$ cat config.mk
export PLATFORM = sky130hd
export DESIGN_NAME = otter_scoreboard
export DESIGN_NICKNAME = d
export VERILOG_FILES = /design/src/rtl/otter_pipe_pkg.sv /design/src/rtl/otter_sb_counter.sv /design/src/rtl/otter_scoreboard.sv
export SDC_FILE = /design/constraint.sdc
export NUM_CORES = 1
export LEC_CHECK = 0
export CAP_MARGIN = 40
export CORE_UTILIZATION = 35
export DETAILED_ROUTE_END_ITERATION = 7
export GPL_ROUTABILITY_DRIVEN = 0
export PLACE_DENSITY = 0.49
export SYNTH_ARGS = -nofsm -noshare
export SYNTH_HDL_FRONTEND = slang
export SYNTH_SLANG_ARGS = --single-unit
$ cat constraint.sdc
create_clock -name clk_i -period 6.97 [get_ports clk_i]
set_input_delay 1.394 -clock clk_i [delete_from_list [all_inputs] [get_ports clk_i]]
set_output_delay 1.394 -clock clk_i [all_outputs]
set_load 0.03 [all_outputs]
$ cat src/rtl/otter_pipe_pkg.sv
// otter_pipe_pkg: types and constants shared by the OTTER pipeline and its scoreboard.
package otter_pipe_pkg;
  localparam int NUM_ARCH_REGS = 32;
  typedef logic [4:0] reg_addr_t;
  typedef enum logic [6:0] {
    OP_LUI    = 7'b0110111,
    OP_AUIPC  = 7'b0010111,
    OP_JAL    = 7'b1101111,
    OP_JALR   = 7'b1100111,
    OP_BRANCH = 7'b1100011,
    OP_LOAD   = 7'b0000011,
    OP_STORE  = 7'b0100011,
    OP_IMM    = 7'b0010011,
    OP_REG    = 7'b0110011,
    OP_SYSTEM = 7'b1110011
  } opcode_t;
  function automatic logic reg_live(input logic used, input reg_addr_t addr);
    return used && addr != '0;
  endfunction
endpackage

$ cat src/rtl/otter_sb_counter.sv
// otter_sb_counter: per-register pending-write counter; decrements beyond the current
// count are dropped and reported as underflow, applied_o is what was really subtracted.
module otter_sb_counter #(
  parameter int CNT_W = 2,
  parameter int DEC_W = 2
) (
  input  logic             clk_i,
  input  logic             rst_i,
  input  logic             inc_i,
  input  logic [DEC_W-1:0] dec_cnt_i,
  input  logic             clr_i,
  output logic [CNT_W-1:0] count_o,
  output logic             busy_o,
  output logic             underflow_o,
  output logic [DEC_W-1:0] applied_o
);
  localparam int W = (CNT_W > DEC_W ? CNT_W : DEC_W) + 1;
  logic [CNT_W-1:0] count_q, count_d;
  logic [W-1:0] cnt_w, dec_w, app_w;
  always_comb begin
    cnt_w = W'(count_q);
    dec_w = W'(dec_cnt_i);
    app_w = dec_w > cnt_w ? cnt_w : dec_w;
    applied_o = DEC_W'(app_w);
    underflow_o = !clr_i && dec_w > cnt_w;
    count_d = clr_i ? '0 : CNT_W'(cnt_w + W'(inc_i) - app_w);
  end
  always_ff @(posedge clk_i or posedge rst_i)
    if (rst_i) count_q <= '0;
    else count_q <= count_d;
  assign count_o = count_q;
  assign busy_o = count_q != '0;
endmodule

$ cat src/rtl/otter_scoreboard.sv
// otter_scoreboard: per-register pending-write scoreboard gating decode->execute issue.
// Define OTTER_SB_PERF_EN to build the saturating stall-cycle counter on stall_cnt_o.
module otter_scoreboard
  import otter_pipe_pkg::*;
#(
  parameter int NUM_REGS     = NUM_ARCH_REGS,
  parameter int CNT_W        = 2,
  parameter int NUM_WB       = 2,
  parameter int MAX_INFLIGHT = 4,
  localparam int IF_W        = $clog2(MAX_INFLIGHT + 1)
) (
  input  logic                clk_i,
  input  logic                rst_i,
  input  logic                issue_valid_i,
  output logic                issue_ready_o,
  input  reg_addr_t           issue_rs1_addr_i,
  input  reg_addr_t           issue_rs2_addr_i,
  input  reg_addr_t           issue_rd_addr_i,
  input  logic                issue_rs1_used_i,
  input  logic                issue_rs2_used_i,
  input  logic                issue_rd_used_i,
  input  logic [NUM_WB-1:0]   wb_valid_i,
  input  logic [NUM_WB*5-1:0] wb_rd_addr_i,
  input  logic                flush_all_i,
  output logic [NUM_REGS-1:0] busy_vec_o,
  output logic [IF_W-1:0]     inflight_o,
  output logic                err_o,
  output logic [15:0]         stall_cnt_o
);
  localparam int DEC_W = $clog2(NUM_WB + 1);
  logic [CNT_W-1:0] count [1:NUM_REGS-1];
  logic [DEC_W-1:0] dec_cnt [1:NUM_REGS-1];
  logic [DEC_W-1:0] applied [1:NUM_REGS-1];
  logic [NUM_REGS-1:1] inc_vec, uflow_vec;
  logic [NUM_REGS-1:0] full_vec;
  logic [IF_W-1:0] inflight_q, inflight_d, applied_sum;
  logic err_q, wr, accept;
  assign wr = reg_live(issue_rd_used_i, issue_rd_addr_i);
  // Ready looks only at registered counts, so same-cycle retires never bypass.
  assign issue_ready_o = !((reg_live(issue_rs1_used_i, issue_rs1_addr_i) && busy_vec_o[issue_rs1_addr_i]) ||
                           (reg_live(issue_rs2_used_i, issue_rs2_addr_i) && busy_vec_o[issue_rs2_addr_i]) ||
                           (wr && (full_vec[issue_rd_addr_i] || inflight_q == IF_W'(MAX_INFLIGHT))));
  assign accept = issue_valid_i && issue_ready_o;
  assign busy_vec_o[0] = 1'b0;
  assign full_vec[0] = 1'b0;
  always_comb begin
    for (int r = 1; r < NUM_REGS; r++) begin
      dec_cnt[r] = '0;
      for (int k = 0; k < NUM_WB; k++)
        if (wb_valid_i[k] && wb_rd_addr_i[5*k +: 5] == 5'(r)) dec_cnt[r] = dec_cnt[r] + DEC_W'(1);
    end
  end
  for (genvar r = 1; r < NUM_REGS; r++) begin : g_cnt
    assign inc_vec[r] = accept && wr && issue_rd_addr_i == 5'(r);
    otter_sb_counter #(.CNT_W(CNT_W), .DEC_W(DEC_W)) u_cnt (
      .clk_i       (clk_i),
      .rst_i       (rst_i),
      .inc_i       (inc_vec[r]),
      .dec_cnt_i   (dec_cnt[r]),
      .clr_i       (flush_all_i),
      .count_o     (count[r]),
      .busy_o      (busy_vec_o[r]),
      .underflow_o (uflow_vec[r]),
      .applied_o   (applied[r])
    );
    assign full_vec[r] = count[r] == {CNT_W{1'b1}};
  end
  always_comb begin
    applied_sum = '0;
    for (int r = 1; r < NUM_REGS; r++) applied_sum = applied_sum + IF_W'(applied[r]);
    inflight_d = flush_all_i ? '0 : inflight_q + IF_W'(accept && wr) - applied_sum;
  end
  always_ff @(posedge clk_i or posedge rst_i)
    if (rst_i) begin
      inflight_q <= '0;
      err_q <= 1'b0;
    end else begin
      inflight_q <= inflight_d;
      err_q <= err_q || (|uflow_vec);
    end
  assign inflight_o = inflight_q;
  assign err_o = err_q;
`ifdef OTTER_SB_PERF_EN
  logic [15:0] stall_cnt_q;
  always_ff @(posedge clk_i or posedge rst_i)
    if (rst_i) stall_cnt_q <= '0;
    else if (issue_valid_i && !issue_ready_o && stall_cnt_q != 16'hFFFF) stall_cnt_q <= stall_cnt_q + 16'd1;
  assign stall_cnt_o = stall_cnt_q;
`else
  assign stall_cnt_o = 16'd0;
`endif
endmodule

==> reports/qor.csv <==
metric,value,unit
outcome,"finished, violations left",
failing checks,negative setup slack,
initial antenna violation count,1,
worst vdd ir,0.485,mV
Sequential cell area,1650,sq um
CTS Root Cell,clkbuf_16,
total gr overflow,0,
ys async rst share,1.00,
DP Wirelength,31.8,mm
Setup CP Type,input port to register,
"area leader, netlist",ha_1,
FMAX,133,MHz
Slew HR,0.398,
first-pass GRT wire length,57.3,mm
largest net degree at the start of global routing,47,
Placed Area,13700,sq um
post-layout instance area,15000,sq um
share of the synthesized area in the top cell type,0.261,
Worst Tran Pin Value,0.896,ns
"Max FO, Critical Path",3,
Final #Nets,1876,
DR vias,9798,
# H-tree levels,3,
Worst Hold Class,register to register,
final period utilization,1.08,
filler cell count in the final layout,2940,
final setup vio count,1,
power per cell area,252,nW/um^2
Syn Area/Cell,8.40,sq um
Detail Route Antenna Nets,0,
n_diodes,0,
Area growth syn-to-layout,38.2,%
DRT iter0 DRCs,473,
yosys warns,0,
register bit total from synthesis,66,
Worst Path Arrival,7.76,ns
fraction of layout cells with a size suffix above 1,0.313,
CTS max path bufs,2,
Starting Density,0.355,
clock latency at the later pin of the worst-skew pair,0.36,ns
die area,31700,sq um
IO Pins,87,
Mapped Cells,1290,
Final WS setup,-0.541,ns
clock skew,0.00926,ns
RSZ-0062 raised after global routing,true,
vias in the first global route,9748,
Max-cap violations,0,
area taken by multi-input logic gates,8940,sq um
synth top area cells,"ha_1 26%, dfrtp_1 15%, inv_1 6.9%",
"Reg clk slew, reported paths",0.06,ns
Worst Setup Start Kind,input port,
CP max-delay cell,fa_1,
"Hold Violations, Final",0,
IO buf count,69,
TritonCTS Sinks,66,
leakage power,7.69,nW
Synth Flop Type,dfrtp_1,
core area,30500,sq um
Synth top cells by count,"226 x ha_1, 200 x inv_1, 124 x nor2_1",
TritonCTS clock tree,yes,
DIE WIDTH,178,um
die height,178,um
site row count,64,
post-synth design cell area,10800,sq um
Via density,4.95,
Overall Power,0.00377,W
Worst setup EP type,register,
Pre-antenna DRT Iters,5,
register area share after synthesis,0.152,
CTS Buf Count,9,
DRC viols,0,
Routed WL per cell,19.2,um
Critical Path RT,7.22,ns
Place WS,-1.56,ns
Worst path max stage delay,0.60,ns
post-cts hold buffer count,0,
Layout Utilization,0.491,
Unique masters post-synth,76,
Final Slew Violations,0,
CP dominant cell by count,fa_1,
final period demand of the worst path,7.51,ns
most frequent cell after synthesis,ha_1,
Total Wirelength,38.1,mm
gr usage total,0.249,
number of synthesized flops with an enable pin,0,
==> state kept, by name, indices dropped and copies added (netlist names) <==
| signal | flops |
|---|---|
| g_cnt.u_cnt.count_o | 62 |
| err_o | 1 |
| inflight_o | 3 |
==> logic make-up after synthesis <==
kind of cell,share of synthesized area
buffers and inverters,0.118
DFF,0.152
adders and majority gates,0.324
and+or+nand+nor,0.196
xor gates and xnor gates,0.0752
muxes,0.0321
other,0.000346
AOI/OAI and AO/OA,0.102
==> placed cells by master (no fill, tap or decap), types with 35 or more instances in the layout <==
cell	Yosys	layout
a21oi_1	53	49
ha_1	226	193
inv_1	200	187
clkdlybuf4s50_1	0	56
buf_4	52	251
dfrtp_1	66	66
nor2b_1	58	47
xor2_1	35	35
nor2_1	124	86
nand2_1	88	79
xnor2_1	58	58
==> critical path, delay by kind of cell <==
family	cells	cell delay, ns
and+or+nand+nor	6	0.57
xor gates and xnor gates	5	0.77
buffers and inverters	6	0.56
AOI/OAI and AO/OA	2	0.35
adders and majority gates	11	4.15
==> routing by layer <==
metal / wire length [um] / GRT usage / up-vias
met5: 0 / 0 / -
met4: 1450 / 0.0994 / 0
met3: 1640 / 0.0373 / 57
met2: 18300 / 0.420 / 227
met1: 16700 / 0.315 / 4724
li1: - / - / 4790
==> layout make-up <==
cell class / count / share of cell area
Sequential cell: 66 / 0.110
Multi-Input combinational cell: 961 / 0.597
Tap cell: 396 / 0.0331
Clock inverter: 1 / 0.000334
Inverter: 201 / 0.0508
Clock buffer: 11 / 0.0162
Timing Repair Buffer: 343 / 0.192
==> per-stage QoR <==
stage	setup TNS [ns]	instances	hold WS (ns)
floorplan	-0.414	1306	0.643
global placement	-2.52	1933	0.463
detailed placement	-2.53	1937	0.464
CTS	-0.623	1968	0.478
global route	-0.872	1979	0.503
finish	-0.541	1979	0.476
==> worst paths after layout <==
| kind | start | end | slack (ns) | depth (start not counted) |
|---|---|---|---|---|
| max | wb_rd_addr_i[0] | inflight_o[2]$_DFF_PP0_ | -0.54 | 30 |
| min | err_o$_DFF_PP0_ | err_o$_DFF_PP0_ | 0.48 | 1 |
| max reg2reg | g_cnt[25].u_cnt.count_o[1]$_DFF_PP0_ | inflight_o[2]$_DFF_PP0_ | 0.77 | 23 |
| min reg2reg | err_o$_DFF_PP0_ | err_o$_DFF_PP0_ | 0.48 | 1 |
| max in group asynchronous | rst_i | g_cnt[30].u_cnt.count_o[0]$_DFF_PP0_ | 4.95 | 4 |
| min in group asynchronous | rst_i | g_cnt[10].u_cnt.count_o[1]$_DFF_PP0_ | 1.41 | 3 |
==> repair_timing <==
action,in CTS,in global routing
setup buffers,19,11
pin swaps,54,38
setup endpoints to repair,2,2
gates resized for setup,180,52
endpoints found under the hold margin,0,0
==> report_power, final <==
group          total [W]  switching [W]  internal [W]
sequential      0.000527      0.0000836      0.000444
clock           0.000436       0.000193      0.000242
combinational    0.00281        0.00134       0.00147
total            0.00377        0.00162       0.00216
No activity file was read; power rests on OpenSTA's default activity.
